--- src/rtl/hazard_ctrl_pkg.sv ---
// hazard_ctrl_pkg: shared types, encodings and source-match helper for the hazard controller
package hazard_ctrl_pkg;
  localparam int REG_W = 5;
  typedef enum logic [1:0] {RUN, DRAIN, HALT} state_t;
  localparam logic [1:0] FWD_RF  = 2'b00;
  localparam logic [1:0] FWD_MEM = 2'b10;
  localparam logic [1:0] FWD_WB  = 2'b01;
  // x0 is hardwired zero, so a producer targeting it never satisfies a consumer
  function automatic logic src_match(logic [REG_W-1:0] src, logic [REG_W-1:0] dst, logic we);
    return we && dst != '0 && src == dst;
  endfunction
endpackage

--- src/rtl/hazard_match.sv ---
// hazard_match: operand forwarding selects, WB->ID bypass and load-use detection
//   inputs : ID/EX source indices, ID use flags, EX/MEM/WB destinations and write-enables, EX is-load
//   outputs: fwd_a/fwd_b (EX operand select), fwd_c/fwd_d (ID/EX capture of WB data), load_use
module hazard_match import hazard_ctrl_pkg::*; (
  input  logic [REG_W-1:0] id_rs1,
  input  logic [REG_W-1:0] id_rs2,
  input  logic             id_use1,
  input  logic             id_use2,
  input  logic [REG_W-1:0] ex_rs1,
  input  logic [REG_W-1:0] ex_rs2,
  input  logic [REG_W-1:0] ex_rd,
  input  logic             ex_we,
  input  logic             ex_load,
  input  logic [REG_W-1:0] mem_rd,
  input  logic             mem_we,
  input  logic [REG_W-1:0] wb_rd,
  input  logic             wb_we,
  output logic [1:0]       fwd_a,
  output logic [1:0]       fwd_b,
  output logic             fwd_c,
  output logic             fwd_d,
  output logic             load_use
);
  always_comb begin
    fwd_a = src_match(ex_rs1, mem_rd, mem_we) ? FWD_MEM : src_match(ex_rs1, wb_rd, wb_we) ? FWD_WB : FWD_RF;
    fwd_b = src_match(ex_rs2, mem_rd, mem_we) ? FWD_MEM : src_match(ex_rs2, wb_rd, wb_we) ? FWD_WB : FWD_RF;
    fwd_c = src_match(id_rs1, wb_rd, wb_we);
    fwd_d = src_match(id_rs2, wb_rd, wb_we);
    load_use = ex_load && ((id_use1 && src_match(id_rs1, ex_rd, ex_we)) || (id_use2 && src_match(id_rs2, ex_rd, ex_we)));
  end
endmodule

--- src/rtl/hazard_ctrl.sv ---
// hazard_ctrl: pipeline stall/flush/forward control with hlt drain-and-freeze FSM
//   inputs : ID/EX/MEM/WB register indices and enables, id_hlt, ex_redirect
//   outputs: pc_hold, ifid_hold, ifid_flush, bubble, forwardA..D, halted, stall_count
module hazard_ctrl import hazard_ctrl_pkg::*; #(
  parameter int DRAIN_CYCLES = 3,
  parameter int CNT_W = 16
) (
  input  logic             clk,
  input  logic             rst_n,
  input  logic [REG_W-1:0] id_read_reg1,
  input  logic [REG_W-1:0] id_read_reg2,
  input  logic             id_uses_rs1,
  input  logic             id_uses_rs2,
  input  logic             id_hlt,
  input  logic [REG_W-1:0] ex_read_reg1,
  input  logic [REG_W-1:0] ex_read_reg2,
  input  logic [REG_W-1:0] ex_write_reg,
  input  logic             ex_reg_write,
  input  logic             ex_mem_reg,
  input  logic             ex_redirect,
  input  logic [REG_W-1:0] mem_write_reg,
  input  logic             mem_reg_write,
  input  logic [REG_W-1:0] wb_write_reg,
  input  logic             wb_reg_write,
  output logic             pc_hold,
  output logic             ifid_hold,
  output logic             ifid_flush,
  output logic             bubble,
  output logic [1:0]       forwardA,
  output logic [1:0]       forwardB,
  output logic             forwardC,
  output logic             forwardD,
  output logic             halted,
  output logic [CNT_W-1:0] stall_count
);
  localparam int DW = (DRAIN_CYCLES < 1) ? 1 : $clog2(DRAIN_CYCLES + 1);
  state_t state;
  logic [DW-1:0] cnt;
  logic [1:0] fwd_a, fwd_b;
  logic fwd_c, fwd_d, load_use, run;
  hazard_match u_match (
    .id_rs1(id_read_reg1), .id_rs2(id_read_reg2), .id_use1(id_uses_rs1), .id_use2(id_uses_rs2),
    .ex_rs1(ex_read_reg1), .ex_rs2(ex_read_reg2), .ex_rd(ex_write_reg), .ex_we(ex_reg_write),
    .ex_load(ex_mem_reg), .mem_rd(mem_write_reg), .mem_we(mem_reg_write),
    .wb_rd(wb_write_reg), .wb_we(wb_reg_write),
    .fwd_a(fwd_a), .fwd_b(fwd_b), .fwd_c(fwd_c), .fwd_d(fwd_d), .load_use(load_use)
  );
  // reset is applied combinationally too so the pipeline sees a flush+bubble while rst_n is low
  always_comb begin
    run = state == RUN;
    pc_hold = rst_n && (run ? load_use && !ex_redirect : 1'b1);
    ifid_hold = pc_hold;
    ifid_flush = !rst_n || (run && ex_redirect);
    bubble = !rst_n || !run || ex_redirect || load_use;
    forwardA = rst_n ? fwd_a : FWD_RF;
    forwardB = rst_n ? fwd_b : FWD_RF;
    forwardC = rst_n && fwd_c;
    forwardD = rst_n && fwd_d;
  end
  always_ff @(posedge clk or negedge rst_n) begin
    if (!rst_n) begin
      state <= RUN;
      cnt <= '0;
      halted <= 1'b0;
      stall_count <= '0;
    end else begin
      if (bubble && stall_count != '1) stall_count <= stall_count + 1'b1;
      case (state)
        RUN: if (id_hlt && !ex_redirect) begin
          state <= DRAIN;
          cnt <= DW'(DRAIN_CYCLES);
        end
        DRAIN: begin
          cnt <= (cnt == '0) ? '0 : cnt - 1'b1;
          if (cnt <= DW'(1)) begin
            state <= HALT;
            halted <= 1'b1;
          end
        end
        HALT: state <= HALT;
        default: state <= RUN;
      endcase
    end
  end
endmodule
--- config.mk ---
export PLATFORM = sky130hd
export DESIGN_NAME = hazard_ctrl
export DESIGN_NICKNAME = d
export VERILOG_FILES = /design/src/rtl/hazard_ctrl_pkg.sv /design/src/rtl/hazard_match.sv /design/src/rtl/hazard_ctrl.sv
export SDC_FILE = /design/constraint.sdc
export NUM_CORES = 1
export LEC_CHECK = 0
export ABC_AREA = 1
export CAP_MARGIN = 20
export CELL_PAD_IN_SITES_DETAIL_PLACEMENT = 1
export CELL_PAD_IN_SITES_GLOBAL_PLACEMENT = 2
export CORE_MARGIN = 4
export CORE_UTILIZATION = 20
export DETAILED_ROUTE_END_ITERATION = 8
export PLACE_DENSITY = 0.74
export SETUP_SLACK_MARGIN = 0.02
export SLEW_MARGIN = 20
export SYNTH_ARGS = -nofsm -noshare
export SYNTH_HDL_FRONTEND = slang
export SYNTH_SLANG_ARGS = --single-unit
export TNS_END_PERCENT = 1
--- constraint.sdc ---
create_clock -name clk -period 1.5 [get_ports clk]
set_input_delay 0.15 -clock clk [delete_from_list [all_inputs] [get_ports clk]]
set_output_delay 0.15 -clock clk [all_outputs]
set_load 0.03 [all_outputs]
==> reports/results.ini <==
[run_status]
outcome = complete, but fails checks
violations = setup timing

[global_route]
grt_pass1_vias = 2583
grt_pass1_wl_um = 12400
grt_overflow = 0
track_usage_pct = 13.1
met2_usage_pct = 25.2
grt_util_met3_pct = 1.41
grt_max_degree = 23
grt_use_met1_pct = 16.0
antenna_found_initial = 0
grt-busiest-layer = met2

[synth]
yosysWarnings = 0
synth-edff-count = 0
syn_inst = 289
ys_seq_area_share_pct = 27.6
ys_ff_latch = 21
synth.avg_cell_area_um2 = 6.58
syn_nets = 338
syn_area_mm2 = 0.00190
ys_async_sr_fraction_pct = 100
netlist-cell-type-count = 30
synth_ff_type = dfrtp_1

[layout]
area_growth_syn_to_layout_pct = 78.1
fill_cells = 1165
seqCellArea_um2 = 528
final_common_cell = nand2_1
layout-drive-gt1-share_pct = 29.5
antennaDiodeCount = 0
nNetsFinal = 471
multi_input_area_mm2 = 0.00135
layout_common_cells = nand2_1 (90), buf_4 (64), dlygate4sd2_1 (41), nand3_1 (27), nor2_1 (23)
fin_util_pct = 36.7

[clock_tree]
clk_path_buf_depth = 2
cts-buffers-inserted = 3
clkSinkCount = 21
clk_pin_slew_ps = 90
clk_latency_ps = 270
clockRootBuffer = clkbuf_8
tritoncts = yes
htree_num_levels = 1
cts_hold_buf = 0

[pwr]
p_sw_share_pct = 43.2
pwr-share-comb_pct = 61.6
leakagePower_nw = 1.75
clockPowerShare_pct = 12.1
pwr-share-seq_pct = 26.3
powerDensity_mw_per_mm2 = 973
p_int_mw = 1.87
vdd_drop_max_v = 0.000553
netSwitchingPower_mw = 1.42
finalPower_mw = 3.29

[floorplan]
start_util_pct = 20.6
num_rows = 35
dieArea_mm2 = 0.0111
core_area_mm2 = 0.00924
die_y_um = 106
pin_count = 72
die_x_um = 106

[placed_design]
place.gp.congestion = 0.810
hpwl_um = 6010
pre_cts_ws_ps = -377
io_buffers = 71

[route]
wl_per_cell_um = 12.9
num_vias = 2327
drt-initial-drc-count = 34
drtPass1Iterations = 4
ant_nets = 0
routed_wl_um = 7120
viasPerCell = 4.23
route.detailed.drc = 0

[timing]
final_hold_viol_count = 0
clock.fmax_ghz = 0.615
setup_tns_ps = -475
worstMarginPinSlew_ps = 370
rsz0062_at_grt = yes
layout_min_cycle_time_ps = 1630
setup_viol = 6
skew_ps = 6.82
setup_ws_ps = -127
slew_headroom_pct = 75.0
drv_slew = 0
post-route-period-util_pct = 108

[worst_setup_path]
slowest_delay_ps = 400
critPathKind = flip-flop to primary output
cp_cell_sequence = inv_2 > ha_4 > inv_4 > buf_4 > o21ai_4 > buf_6 > buf_6
cp_common_cell = buf_6
start_kind = flip-flop
cp-end-kind = primary output
arrival_ps = 1480
worst_ep_required_time_ps = 1350
cp_max_fo = 2
crit_slowest_cell = dfrtp_1

[hold_path]
hold_path_class = primary input to async pin

[flow_run]
cap_violations = 0

==> critical path: cells and delay by family (launching register included) <==
family,cells,cell delay [ps]
AOI/OAI and AO/OA,1,160
adders and majority gates,1,150
buffers and inverters,5,490
DFF,1,400
==> power by group through the flow <==
stage / logic, mW / registers (mW) / clock network [mW]
detailed placement: 1.97 / 0.870 / 0
global route: 2.25 / 0.888 / 0.448
CTS: 2.04 / 0.870 / 0.431
floorplan: 0.766 / 1.10 / 0
finish: 2.03 / 0.866 / 0.398
global placement: 1.91 / 0.861 / 0
==> stage by stage <==
step                cell area (µm²)  cells  hold slack (ps)
floorplan                      1910    289             -146
global placement               3210    543              481
detailed placement             3210    543              495
global route                   3390    550              154
finish                         3390    550              101
CTS                            3350    550              108
==> Yosys cell counts (7+ instances only) <==
master / number / share of area, %
nor2_1: 25 / 4.9
xor2_1: 11 / 5.1
o21ai_0: 10 / 2.6
a21oi_1: 7 / 1.8
dfrtp_1: 21 / 28
nand2_1: 94 / 19
xnor2_1: 18 / 8.3
nor3_1: 9 / 2.4
inv_1: 28 / 5.5
nand3_1: 28 / 7.4
==> final cells by class <==
class,count,area share (%)
inverter,31,3.51
timing repair buffer,135,34.9
tap,129,4.77
clock inverter,1,0.222
sequential,21,15.6
clock buffer,3,1.22
multi-input combinational,230,39.8
==> what timing repair did <==
item	4_1_cts	5_1_grt
pin swaps	16	10
resized for setup	80	24
hold endpoints to repair	0	0
endpoints found under the setup margin	43	30
cloned	0	0
setup buffers	3	1
==> metal layers <==
metal,part of all wire [%],vias to the layer above
li1,-,1187
met1,42,1106
met2,55,32
met3,2.7,2
met4,0.46,0
met5,0,-
==> state kept, by name (all words and copies together) (netlist names) <==
name and flops:
halted 1, stall_count 16, cnt 2, state 2
==> logic make-up (layout without fill, tap and decap cells) <==
group	Yosys count	after routing	share of synthesized area (%)
adders and majority gates	4	4	2.63
DFF	21	21	27.6
and+or+nand+nor	172	172	39.3
AOI/OAI and AO/OA	25	25	7.76
buffers and inverters	38	170	9.28
xor gates and xnor gates	29	29	13.4
==> worst paths after layout <==
check                           startpoint              to  slack, ps  cells after the start
worst max-delay path              state[0]      ifid_flush       -130                      7
worst min-delay path                 rst_n  stall_count[8]        100                      2
worst max register to register    state[0]  stall_count[0]          0                      9
worst min register to register      cnt[1]          halted        510                      1
max in group asynchronous            rst_n  stall_count[1]       1140                      2
min in group clk                    cnt[1]          halted        510                      1
Power figures use the tool's default switching activity.
